$ cat src/rtl/pdm_pkg.sv
// ---------------------------------------------------------------------------
// pdm_pkg : shared constants, FSM states and period helper for pdm_modulator
// Revision: 1.0
// ---------------------------------------------------------------------------
`default_nettype none

package pdm_pkg;

   localparam int SAMPLE_W_DEF = 8;

   typedef enum logic [0:0] {
      IDLE = 1'b0,
      RUN  = 1'b1
   } state_t;

   // An osr of zero selects the longest period, 256 bits per sample.
   function automatic logic [8:0] period_of(input logic [7:0] osr);
      return (osr == 8'd0) ? 9'd256 : {1'b0, osr};
   endfunction

endpackage

`default_nettype wire

$ cat src/rtl/pdm_sd_core.sv
// ---------------------------------------------------------------------------
// pdm_sd_core : first-order sigma-delta accumulator with registered carry out
// Revision: 1.0
// ---------------------------------------------------------------------------
`default_nettype none

module pdm_sd_core #(
   parameter int SAMPLE_W = 8
) (
   input  logic                clk,
   input  logic                rst,
   input  logic                i_step,
   input  logic                i_clear,
   input  logic [SAMPLE_W-1:0] i_hold,
   output logic                o_pdm
);

   logic [SAMPLE_W-1:0] r_acc;
   logic                r_pdm;
   logic [SAMPLE_W:0]   w_sum;

   assign w_sum = {1'b0, r_acc} + {1'b0, i_hold};
   assign o_pdm = r_pdm;

   // The carry of the wrap-around sum is the output bit; the residue stays in acc.
   always_ff @(posedge clk or posedge rst) begin
      if (rst) begin
         r_acc <= '0;
         r_pdm <= 1'b0;
      end else if (i_clear) begin
         r_acc <= '0;
         r_pdm <= 1'b0;
      end else if (i_step) begin
         r_acc <= w_sum[SAMPLE_W-1:0];
         r_pdm <= w_sum[SAMPLE_W];
      end
   end

endmodule

`default_nettype wire

$ cat src/rtl/pdm_modulator.sv
// ---------------------------------------------------------------------------
// pdm_modulator : PCM-to-PDM modulator with valid/ready sample intake
// Revision: 1.0
// ---------------------------------------------------------------------------
`default_nettype none

module pdm_modulator
   import pdm_pkg::*;
#(
   parameter int SAMPLE_W = SAMPLE_W_DEF
) (
   input  logic                clk,
   input  logic                rst,
   input  logic                en,
   input  logic [SAMPLE_W-1:0] sample,
   input  logic                sample_valid,
   output logic                sample_ready,
   input  logic [7:0]          osr,
   output logic                pdm,
   output logic                underrun
);

   state_t              r_state;
   state_t              w_state_nxt;
   logic [8:0]          r_cnt;
   logic [8:0]          w_cnt_nxt;
   logic [SAMPLE_W-1:0] r_hold;
   logic [SAMPLE_W-1:0] w_hold_nxt;
   logic                r_underrun;
   logic                w_underrun_nxt;
   logic                w_step;
   logic                w_clear;
   logic                w_boundary;
   logic                w_accept;

   assign w_boundary   = (r_state == RUN) && (r_cnt == 9'd1);
   assign sample_ready = en && !rst && ((r_state == IDLE) || w_boundary);
   assign w_accept     = sample_valid && sample_ready;
   assign underrun     = r_underrun;

   always_ff @(posedge clk or posedge rst) begin
      if (rst) begin
         r_state    <= IDLE;
         r_cnt      <= '0;
         r_hold     <= '0;
         r_underrun <= 1'b0;
      end else begin
         r_state    <= w_state_nxt;
         r_cnt      <= w_cnt_nxt;
         r_hold     <= w_hold_nxt;
         r_underrun <= w_underrun_nxt;
      end
   end

   always_comb begin
      w_state_nxt    = r_state;
      w_cnt_nxt      = r_cnt;
      w_hold_nxt     = r_hold;
      w_underrun_nxt = 1'b0;
      w_step         = 1'b0;
      w_clear        = 1'b0;
      case (r_state)
         IDLE: begin
            w_clear   = 1'b1;
            w_cnt_nxt = '0;
            if (w_accept) begin
               w_hold_nxt  = sample;
               w_cnt_nxt   = period_of(osr);
               w_state_nxt = RUN;
            end
         end
         RUN: begin
            if (!en) begin
               w_clear     = 1'b1;
               w_cnt_nxt   = '0;
               w_state_nxt = IDLE;
            end else begin
               w_step = 1'b1;
               if (w_boundary) begin
                  // The last bit of the old sample is produced on this same edge.
                  w_cnt_nxt = period_of(osr);
                  if (sample_valid) begin
                     w_hold_nxt = sample;
                  end else begin
                     w_underrun_nxt = 1'b1;
                  end
               end else begin
                  w_cnt_nxt = r_cnt - 9'd1;
               end
            end
         end
         default: begin
            w_clear     = 1'b1;
            w_cnt_nxt   = '0;
            w_state_nxt = IDLE;
         end
      endcase
   end

   pdm_sd_core #(
      .SAMPLE_W (SAMPLE_W)
   ) u_core (
      .clk     (clk),
      .rst     (rst),
      .i_step  (w_step),
      .i_clear (w_clear),
      .i_hold  (r_hold),
      .o_pdm   (pdm)
   );

endmodule

`default_nettype wire
$ cat config.mk
export PLATFORM = sky130hd
export DESIGN_NAME = pdm_modulator
export DESIGN_NICKNAME = d
export VERILOG_FILES = /design/src/rtl/pdm_pkg.sv /design/src/rtl/pdm_sd_core.sv /design/src/rtl/pdm_modulator.sv
export SDC_FILE = /design/constraint.sdc
export NUM_CORES = 1
export LEC_CHECK = 0
export CORE_MARGIN = 2
export CORE_UTILIZATION = 45
export CTS_CLUSTER_SIZE = 40
export DETAILED_ROUTE_END_ITERATION = 10
export GPL_TIMING_DRIVEN = 0
export PLACE_DENSITY_LB_ADDON = 0.08
export RECOVER_POWER = 50
export SYNTH_ARGS = -nofsm -noshare
export SYNTH_HDL_FRONTEND = slang
export SYNTH_SLANG_ARGS = --single-unit
$ cat constraint.sdc
create_clock -name clk -period 1.87 [get_ports clk]
set_input_delay 0.187 -clock clk [delete_from_list [all_inputs] [get_ports clk]]
set_output_delay 0.187 -clock clk [all_outputs]
set_load 0.02 [all_outputs]
==> impl_metrics.prom, run 1 <==
# TYPE chip_impl_metric gauge
chip_impl_metric{name="synth.avg_cell_area",unit="sq um"} 10.8
chip_impl_metric{name="fill_cells",unit=""} 261
chip_impl_info{name="critical_path.startpoint_type",value="flop"} 1
chip_impl_metric{name="clock_latency",unit="ps"} 340
chip_impl_metric{name="dieHeight",unit="microns"} 62.8
chip_impl_metric{name="peak_fanout_along_the_critical_path",unit=""} 8
chip_impl_metric{name="cts_made_buffers",unit=""} 3
chip_impl_info{name="setup_repair_after_global_routing_missed_its_margin",value="true"} 1
chip_impl_metric{name="coreArea",unit="sq um"} 3340
chip_impl_metric{name="setup_violators_final",unit=""} 3
chip_impl_metric{name="initial_antenna_violation_count",unit=""} 0
chip_impl_metric{name="clock-skew-final",unit="ps"} 6.37
chip_impl_metric{name="number_of_enable_flip_flop_cells_after_synthesis",unit=""} 0
chip_impl_info{name="dominant_combinational_cell_family_by_area_after_synthesis",value="compound AO/OA/AOI/OAI gates"} 1
chip_impl_metric{name="final-seq-area",unit="sq um"} 702
chip_impl_metric{name="seqPwrFrac",unit="%"} 48.5
chip_impl_info{name="synth_common_cells",value="sky130_fd_sc_hd__dfrtp_1, sky130_fd_sc_hd__nand2_1, sky130_fd_sc_hd__ha_1"} 1
chip_impl_metric{name="drive_gt1_share",unit="%"} 25.4
chip_impl_metric{name="drc_violations",unit=""} 0
chip_impl_metric{name="timing.slew.headroom",unit="%"} 49.9
chip_impl_metric{name="syn-num-nets",unit=""} 175
chip_impl_metric{name="switching_share",unit="%"} 30.5
chip_impl_metric{name="vias_per_cell",unit=""} 5.52
chip_impl_metric{name="port_buffers",unit=""} 22
chip_impl_info{name="tritoncts_clock_tree",value="yes"} 1
chip_impl_metric{name="synthDistinctLibCells",unit=""} 39
chip_impl_metric{name="vdd_ir_drop_max",unit="uV"} 426
chip_impl_info{name="clock-root-buffer",value="sky130_fd_sc_hd__clkbuf_4"} 1
chip_impl_metric{name="grtUsageTotal",unit="%"} 18.4
chip_impl_metric{name="cell_internal_pwr",unit="W"} 0.00105
chip_impl_metric{name="cts.hold.buffers_added",unit=""} 0
chip_impl_metric{name="insertedDiodeCount",unit=""} 0
chip_impl_metric{name="finalWorstPathRequiredPeriod",unit="ps"} 1870
chip_impl_metric{name="tritoncts_num_sinks",unit=""} 28
chip_impl_info{name="path_class",value="reg2reg"} 1
chip_impl_metric{name="hold_violations",unit=""} 0
chip_impl_metric{name="place_worst_setup_slack",unit="ps"} -742
chip_impl_metric{name="via_count",unit=""} 1253
chip_impl_metric{name="power.share.combinational",unit="%"} 31.4
chip_impl_metric{name="grt_pass1_wl",unit="microns"} 5740
chip_impl_metric{name="die_w",unit="microns"} 62.8
chip_impl_metric{name="tightestPinTransition",unit="ps"} 747
chip_impl_metric{name="footprint_of_the_multi_input_gates",unit="sq um"} 936
chip_impl_metric{name="overflow",unit=""} 0
chip_impl_metric{name="initial_core_util",unit="%"} 46.6
chip_impl_metric{name="syn_area",unit="sq um"} 1560
chip_impl_metric{name="critical_path.max_stage_delay",unit="ps"} 420
chip_impl_metric{name="htreeDepth",unit=""} 1
chip_impl_metric{name="ys_warn_count",unit=""} 0
chip_impl_metric{name="maxCapViolations",unit=""} 0
chip_impl_metric{name="gp_routability_congestion",unit=""} 0.793
chip_impl_info{name="synth.most_common_cell",value="sky130_fd_sc_hd__dfrtp_1"} 1
chip_impl_info{name="hold_path_class",value="in2async"} 1
chip_impl_metric{name="slew_viol_final",unit=""} 0
chip_impl_metric{name="clock_power_share",unit="%"} 20.1
chip_impl_info{name="critPathSlowestCell",value="sky130_fd_sc_hd__dfrtp_1"} 1
chip_impl_metric{name="row_cnt",unit=""} 21
chip_impl_metric{name="clockBufferDepth",unit=""} 2
chip_impl_metric{name="postLayoutSetupSlackWorst",unit="ps"} -4.50
chip_impl_metric{name="i_o_pin_count",unit=""} 23
chip_impl_metric{name="synth.yosys.seq_area_share",unit="%"} 45.0
chip_impl_metric{name="dp_hpwl",unit="microns"} 2410
chip_impl_metric{name="syn-instance-count",unit=""} 144
chip_impl_metric{name="pin_count_of_the_biggest_net_entering_global_routing",unit=""} 16
chip_impl_metric{name="clkTransAtPathRegs",unit="ps"} 150
chip_impl_metric{name="area_growth_syn_to_layout",unit="%"} 33.6
chip_impl_info{name="timing.critical_path.cells",value="inv_2 -> ha_4 -> nor4b_4 -> buf_4 -> nand3_4 -> a21oi_4 -> buf_12 -> mux2_4"} 1
chip_impl_metric{name="drtAntennaViolNets",unit=""} 0
chip_impl_metric{name="synth_top_cell_area_share",unit="%"} 45.0
chip_impl_metric{name="critical_path_arrival",unit="ps"} 2110
chip_impl_metric{name="power.static_leakage",unit="nW"} 0.891
chip_impl_info{name="status",value="finished with violations"} 1
chip_impl_metric{name="drtPass1Iterations",unit=""} 4
chip_impl_metric{name="finalWirelength",unit="microns"} 3540
chip_impl_metric{name="max_freq",unit="GHz"} 0.533
chip_impl_info{name="synth-main-ff-cell",value="sky130_fd_sc_hd__dfrtp_1"} 1
chip_impl_info{name="netlist.top_cell.by_area",value="sky130_fd_sc_hd__dfrtp_1"} 1
chip_impl_metric{name="share_of_the_clock_period_used_by_the_worst_path",unit="%"} 100
chip_impl_metric{name="yosys.area_share.xor_xnor",unit="%"} 2.81
chip_impl_info{name="synth.top_cells.by_area",value="sky130_fd_sc_hd__dfrtp_1, sky130_fd_sc_hd__ha_1, sky130_fd_sc_hd__mux2_2"} 1
chip_impl_metric{name="num-nets-final",unit=""} 213
chip_impl_metric{name="total_power",unit="W"} 0.00151
chip_impl_info{name="worst_setup_path_end_kind",value="flop"} 1
chip_impl_metric{name="share_of_flip_flops_with_an_asynchronous_set_or_reset",unit="%"} 100
chip_impl_metric{name="cp.required",unit="ps"} 2110
chip_impl_metric{name="drt_iter0_markers",unit=""} 54
chip_impl_info{name="failed_checks",value="setup timing"} 1
chip_impl_metric{name="yosys.area_share.simple",unit="%"} 15.8
chip_impl_metric{name="design.die.area",unit="sq um"} 3950
chip_impl_metric{name="ys_ff_latch",unit=""} 28
chip_impl_metric{name="synth_compound_gate_area_share",unit="%"} 18.0
chip_impl_metric{name="route.detailed.wl_per_inst",unit="microns"} 15.6
chip_impl_metric{name="yosys.area_share.adder",unit="%"} 9.32
chip_impl_metric{name="vias_in_the_first_global_route",unit=""} 1312
chip_impl_metric{name="p_switching",unit="W"} 0.000462
chip_impl_metric{name="yosys-mux-area-fraction",unit="%"} 7.07
chip_impl_metric{name="power_per_cell_area",unit="nW/um^2"} 728
## registers in the layout, summed over array words and instances (netlist names)
| name | flops |
|---|---|
| r_cnt | 9 |
| underrun | 1 |
| u_core.r_acc | 8 |
| r_hold | 8 |
| r_state | 1 |
| u_core.o_pdm | 1 |
## layout by cell type (no fill, tap or decap), drive strengths merged, types with 3 or more instances in the layout
cell type | synthesis | routed
dfrtp | 28 | 28
clkdlybuf4s50 | 0 | 20
buf | 0 | 12
nand2 | 11 | 11
ha | 10 | 10
mux2 | 8 | 8
o21ai | 8 | 8
a21oi | 8 | 8
nor2 | 7 | 7
o2bb2ai | 7 | 7
xnor2 | 5 | 5
inv | 6 | 5
nor3 | 5 | 5
clkbuf | 2 | 5
nand3 | 4 | 4
nor4 | 4 | 4
o31a | 3 | 3
a211oi | 3 | 3
## critical path: cells and delay by family, from the launching register on
family / cells / cell delay (ps)
fa+ha+maj: 1 / 110
buf+inv: 3 / 410
simple gates: 2 / 330
compound gates: 1 / 190
flops: 1 / 420
mux: 1 / 300
## metal layers
metal	track usage (%)	part of all wire [%]	vias to the layer above	wire, microns
li1	-	-	610	-
met1	21.4	43	622	1530
met2	34.5	54	17	1900
met3	3.24	2.4	4	85
met4	4.72	0.88	0	31
met5	0	0	-	0
## cell families (layout without fill, tap and decap cells)
family | after synthesis | count (layout)
AND/OR/NAND/NOR | 43 | 43
multiplexers | 10 | 10
AO/OA/AOI/OAI | 39 | 39
flip-flops | 28 | 28
buffers and inverters | 8 | 45
adder cells (fa/ha/maj) | 11 | 11
XOR/XNOR | 5 | 5
## power by group through the flow
| stage | Sequential, W | Combinational [W] | Clock, W |
|---|---|---|---|
| CTS | 0.000721 | 0.000425 | 0.000308 |
| global placement | 0.000729 | 0.000367 | 0 |
| finish | 0.000733 | 0.000475 | 0.000305 |
| global route | 0.000742 | 0.000518 | 0.000339 |
| floorplan | 0.000720 | 0.000275 | 0 |
| detailed placement | 0.000733 | 0.000383 | 0 |
## cell type report
| cell class | count | area share, % |
|---|---|---|
| inverters | 6 | 1.26 |
| flip-flops and latches | 28 | 33.8 |
| repair buffers | 33 | 15.0 |
| well taps | 46 | 2.77 |
| clock buffers | 4 | 1.74 |
| plain buffers | 1 | 0.181 |
| multi-input cells | 108 | 45.0 |
| repair inverters | 1 | 0.241 |
## per-stage QoR
stage,util [%],area [sq um],instances,hold WS (ps),setup TNS (ps)
after floorplan,-,1560,144,260,0
after global placement,55.0,1830,212,486,-1560
after detailed placement,55.0,1830,212,508,-1850
after CTS,59.3,1980,226,264,-94.6
after global routing,62.3,2080,227,368,-830
final,62.3,2080,227,361,-6.79
## path summary, 6_finish.rpt
kind,to,startpoint,slack [ps],depth (start not counted)
max in group asynchronous,r_cnt[2]$_DFF_PP0_,rst,980,2
min in group clk,r_cnt[0]$_DFF_PP0_,osr[0],400,2
setup / recovery,r_hold[5]$_DFFE_PP0P_,r_cnt[1]$_DFF_PP0_,-4,8
setup reg to reg,r_hold[5]$_DFFE_PP0P_,r_cnt[1]$_DFF_PP0_,-4,8
hold / removal,u_core.r_acc[1]$_DFFE_PP0P_,rst,360,2
hold reg to reg,r_hold[3]$_DFFE_PP0P_,r_hold[3]$_DFFE_PP0P_,540,1
## repair_timing
item | in CTS | in global routing
gates cloned | 1 | 0
setup buffers | 9 | 2
gates resized for setup | 12 | 21
setup endpoints to repair | 18 | 21
pin swaps | 4 | 5
Power figures use the tool's default switching activity.
==> run 2: changes to the inputs <==
Settings changed: CORE_MARGIN 2 to 1.5, HOLD_SLACK_MARGIN from default to 0.02.
==> impl_metrics.prom, run 2 (synthesized netlist as in run 1, its figures left out) <==
# TYPE chip_impl_metric gauge
chip_impl_metric{name="critical_path_arrival",unit="ps"} 2120
chip_impl_metric{name="drtAntennaViolNets",unit=""} 0
chip_impl_metric{name="fill_cells",unit=""} 288
chip_impl_info{name="critical_path.startpoint",value="r_cnt[1]$_DFF_PP0_"} 1
chip_impl_metric{name="design.die.area",unit="sq um"} 3820
chip_impl_metric{name="grt_pass1_wl",unit="microns"} 5430
chip_impl_info{name="hold_path_class",value="in2async"} 1
chip_impl_metric{name="vias_in_the_first_global_route",unit=""} 1205
chip_impl_info{name="layout.cells.most_common",value="sky130_fd_sc_hd__dfrtp_1"} 1
chip_impl_metric{name="peak_fanout_along_the_critical_path",unit=""} 8
chip_impl_metric{name="maxCapViolations",unit=""} 0
chip_impl_metric{name="i_o_pin_count",unit=""} 23
chip_impl_metric{name="slew_viol_final",unit=""} 0
chip_impl_metric{name="cp.required",unit="ps"} 2100
chip_impl_metric{name="grtUsageTotal",unit="%"} 19.4
chip_impl_info{name="tritoncts_clock_tree",value="yes"} 1
chip_impl_metric{name="drive_gt1_share",unit="%"} 25.6
chip_impl_metric{name="via_count",unit=""} 1262
chip_impl_metric{name="path_buf_inv",unit=""} 3
chip_impl_metric{name="seqPwrFrac",unit="%"} 49.3
chip_impl_info{name="failed_checks",value="setup timing"} 1
chip_impl_metric{name="clock_power_share",unit="%"} 20.1
chip_impl_info{name="largest_registers_ranked_by_flip_flop_count",value="r_cnt: 9 flops, r_hold: 8 flops, u_core.r_acc: 8 flops"} 1
chip_impl_metric{name="coreArea",unit="sq um"} 3340
chip_impl_info{name="worstReg2RegStart",value="r_cnt[1]$_DFF_PP0_"} 1
chip_impl_info{name="critPathSlowestCell",value="sky130_fd_sc_hd__dfrtp_1"} 1
chip_impl_metric{name="dp_hpwl",unit="microns"} 2350
chip_impl_metric{name="power_per_cell_area",unit="nW/um^2"} 724
chip_impl_metric{name="cts_made_buffers",unit=""} 3
chip_impl_metric{name="pin_count_of_the_biggest_net_entering_global_routing",unit=""} 16
chip_impl_metric{name="clockBufferDepth",unit=""} 2
chip_impl_metric{name="setup_violators_final",unit=""} 7
chip_impl_metric{name="dpl-instance-area",unit="sq um"} 1830
chip_impl_metric{name="p_switching",unit="W"} 0.000453
chip_impl_metric{name="dieHeight",unit="microns"} 61.8
chip_impl_metric{name="clock_latency",unit="ps"} 330
chip_impl_info{name="worst_setup_path_end_kind",value="flop"} 1
chip_impl_metric{name="postLayoutSetupSlackWorst",unit="ps"} -21.8
chip_impl_metric{name="switching_share",unit="%"} 30.5
chip_impl_metric{name="vias_per_cell",unit=""} 5.58
chip_impl_metric{name="finalWorstPathRequiredPeriod",unit="ps"} 1890
chip_impl_metric{name="num-nets-final",unit=""} 212
chip_impl_metric{name="initial_antenna_violation_count",unit=""} 0
chip_impl_metric{name="route.detailed.wl_per_inst",unit="microns"} 15.2
chip_impl_metric{name="htreeDepth",unit=""} 1
chip_impl_metric{name="cell_internal_pwr",unit="W"} 0.00103
chip_impl_metric{name="share_of_the_clock_period_used_by_the_worst_path",unit="%"} 101
chip_impl_metric{name="drt_iter0_markers",unit=""} 66
chip_impl_metric{name="max_freq",unit="GHz"} 0.529
chip_impl_metric{name="power.share.combinational",unit="%"} 30.6
chip_impl_info{name="critical_path.startpoint_type",value="flop"} 1
chip_impl_info{name="largest-register",value="r_cnt"} 1
chip_impl_metric{name="cts.hold.buffers_added",unit=""} 0
chip_impl_info{name="clock-root-buffer",value="sky130_fd_sc_hd__clkbuf_4"} 1
chip_impl_metric{name="design_area",unit="sq um"} 2050
chip_impl_info{name="reg2reg_to",value="r_hold[0]$_DFFE_PP0P_"} 1
chip_impl_metric{name="area_growth_syn_to_layout",unit="%"} 32.0
chip_impl_metric{name="overflow",unit=""} 0
chip_impl_metric{name="tightestPinTransition",unit="ps"} 754
chip_impl_info{name="layout.cells.most_common_list",value="sky130_fd_sc_hd__dfrtp_1, sky130_fd_sc_hd__clkdlybuf4s50_1, sky130_fd_sc_hd__nand2_1"} 1
chip_impl_info{name="path_class",value="reg2reg"} 1
chip_impl_info{name="timing.critical_path.cells",value="inv_2 -> ha_4 -> nor4b_4 -> buf_4 -> nand3_4 -> a21oi_4 -> buf_12 -> mux2_2"} 1
chip_impl_metric{name="insertedDiodeCount",unit=""} 0
chip_impl_metric{name="clock-skew-final",unit="ps"} 5.37
chip_impl_metric{name="row_cnt",unit=""} 21
chip_impl_metric{name="finalWirelength",unit="microns"} 3420
chip_impl_info{name="cp_top_family",value="flip-flops"} 1
chip_impl_metric{name="r2r_setup_slack",unit="ps"} -20
chip_impl_info{name="status",value="finished with violations"} 1
chip_impl_metric{name="rr_worst_depth",unit=""} 8
chip_impl_metric{name="instances_no_fill",unit=""} 226
chip_impl_metric{name="vdd_ir_drop_max",unit="uV"} 388
chip_impl_metric{name="hold_violations",unit=""} 0
chip_impl_metric{name="drtPass1Iterations",unit=""} 4
chip_impl_info{name="setup_repair_after_global_routing_missed_its_margin",value="true"} 1
chip_impl_metric{name="gp_routability_congestion",unit=""} 0.787
chip_impl_metric{name="port_buffers",unit=""} 22
chip_impl_metric{name="timing.slew.headroom",unit="%"} 49.5
chip_impl_metric{name="core_occupancy_in_the_finished_layout",unit="%"} 61.6
chip_impl_metric{name="initial_core_util",unit="%"} 46.6
chip_impl_metric{name="critical_path.max_stage_delay",unit="ps"} 420
chip_impl_metric{name="power.static_leakage",unit="nW"} 0.862
chip_impl_metric{name="largest_register_ffs",unit=""} 9
chip_impl_metric{name="clkTransAtPathRegs",unit="ps"} 150
chip_impl_metric{name="place_worst_setup_slack",unit="ps"} -738
chip_impl_metric{name="number_of_placed_instances_taps_included",unit=""} 212
chip_impl_metric{name="die_w",unit="microns"} 61.8
chip_impl_metric{name="drc_violations",unit=""} 0
chip_impl_metric{name="tritoncts_num_sinks",unit=""} 28
run 2: cell type report:
type	count	area, sq um	share of cell area, %
Buffer	1	3.75	0.183
Timing Repair inverter	1	5.00	0.244
Sequential cell	28	704	34.3
Clock buffer	4	36.3	1.77
Timing Repair Buffer	32	309	15.0
Tap cell	46	57.6	2.80
Inverter	6	26.3	1.28
Multi-Input combinational cell	108	912	44.4
run 2: how the worst max path moves through the flow:
| stage | cells past startpoint | slack [ps] | to |
|---|---|---|---|
| 6_report | 8 | -20 | r_hold[0]$_DFFE_PP0P_ |
| 3_5_place_dp | 5 | -740 | sample_ready |
| 5_1_grt | 8 | -80 | r_hold[1]$_DFFE_PP0P_ |
| 4_1_cts | 7 | -20 | r_cnt[6]$_DFF_PP0_ |
| 2_1_floorplan | 6 | 10 | u_core.o_pdm$_DFFE_PP0P_ |
| 3_3_place_gp | 5 | -710 | sample_ready |
run 2: power by group through the flow:
stage | clock network, W | logic, W | registers (W)
floorplan | 0 | 0.000275 | 0.000720
global route | 0.000337 | 0.000500 | 0.000743
CTS | 0.000309 | 0.000417 | 0.000724
finish | 0.000298 | 0.000455 | 0.000734
detailed placement | 0 | 0.000379 | 0.000734
global placement | 0 | 0.000367 | 0.000729
run 2: worst reg2reg max path: cells and delay by family, from the launching register on:
family | cells | cell delay, ps
AOI/OAI and AO/OA | 1 | 200
adders and majority gates | 1 | 130
buffers and inverters | 3 | 410
DFF | 1 | 420
muxes | 1 | 340
and+or+nand+nor | 2 | 310
run 2: layer usage:
layer	GRT usage [%]	routed length, microns	vias up
met2	33.8	1830	18
met4	6.38	41	0
met3	3.11	85	5
met1	24.4	1470	634
li1	-	-	605
met5	0	0	-
run 2: stage by stage:
stage	hold WS [ps]	setup TNS [ps]	total power [W]
after detailed placement	503	-1790	0.00111
final	363	-71.4	0.00149
after global routing	372	-658	0.00158
after global placement	486	-1560	0.00110
after CTS	264	-106	0.00145
after floorplan	260	0	0.000995
run 2: timing repair:
action	in CTS	in global routing
pin swaps	1	3
gates cloned	1	0
setup buffers	7	3
endpoints found under the setup margin	18	21
resized for setup	12	17
hold endpoints to repair	0	0
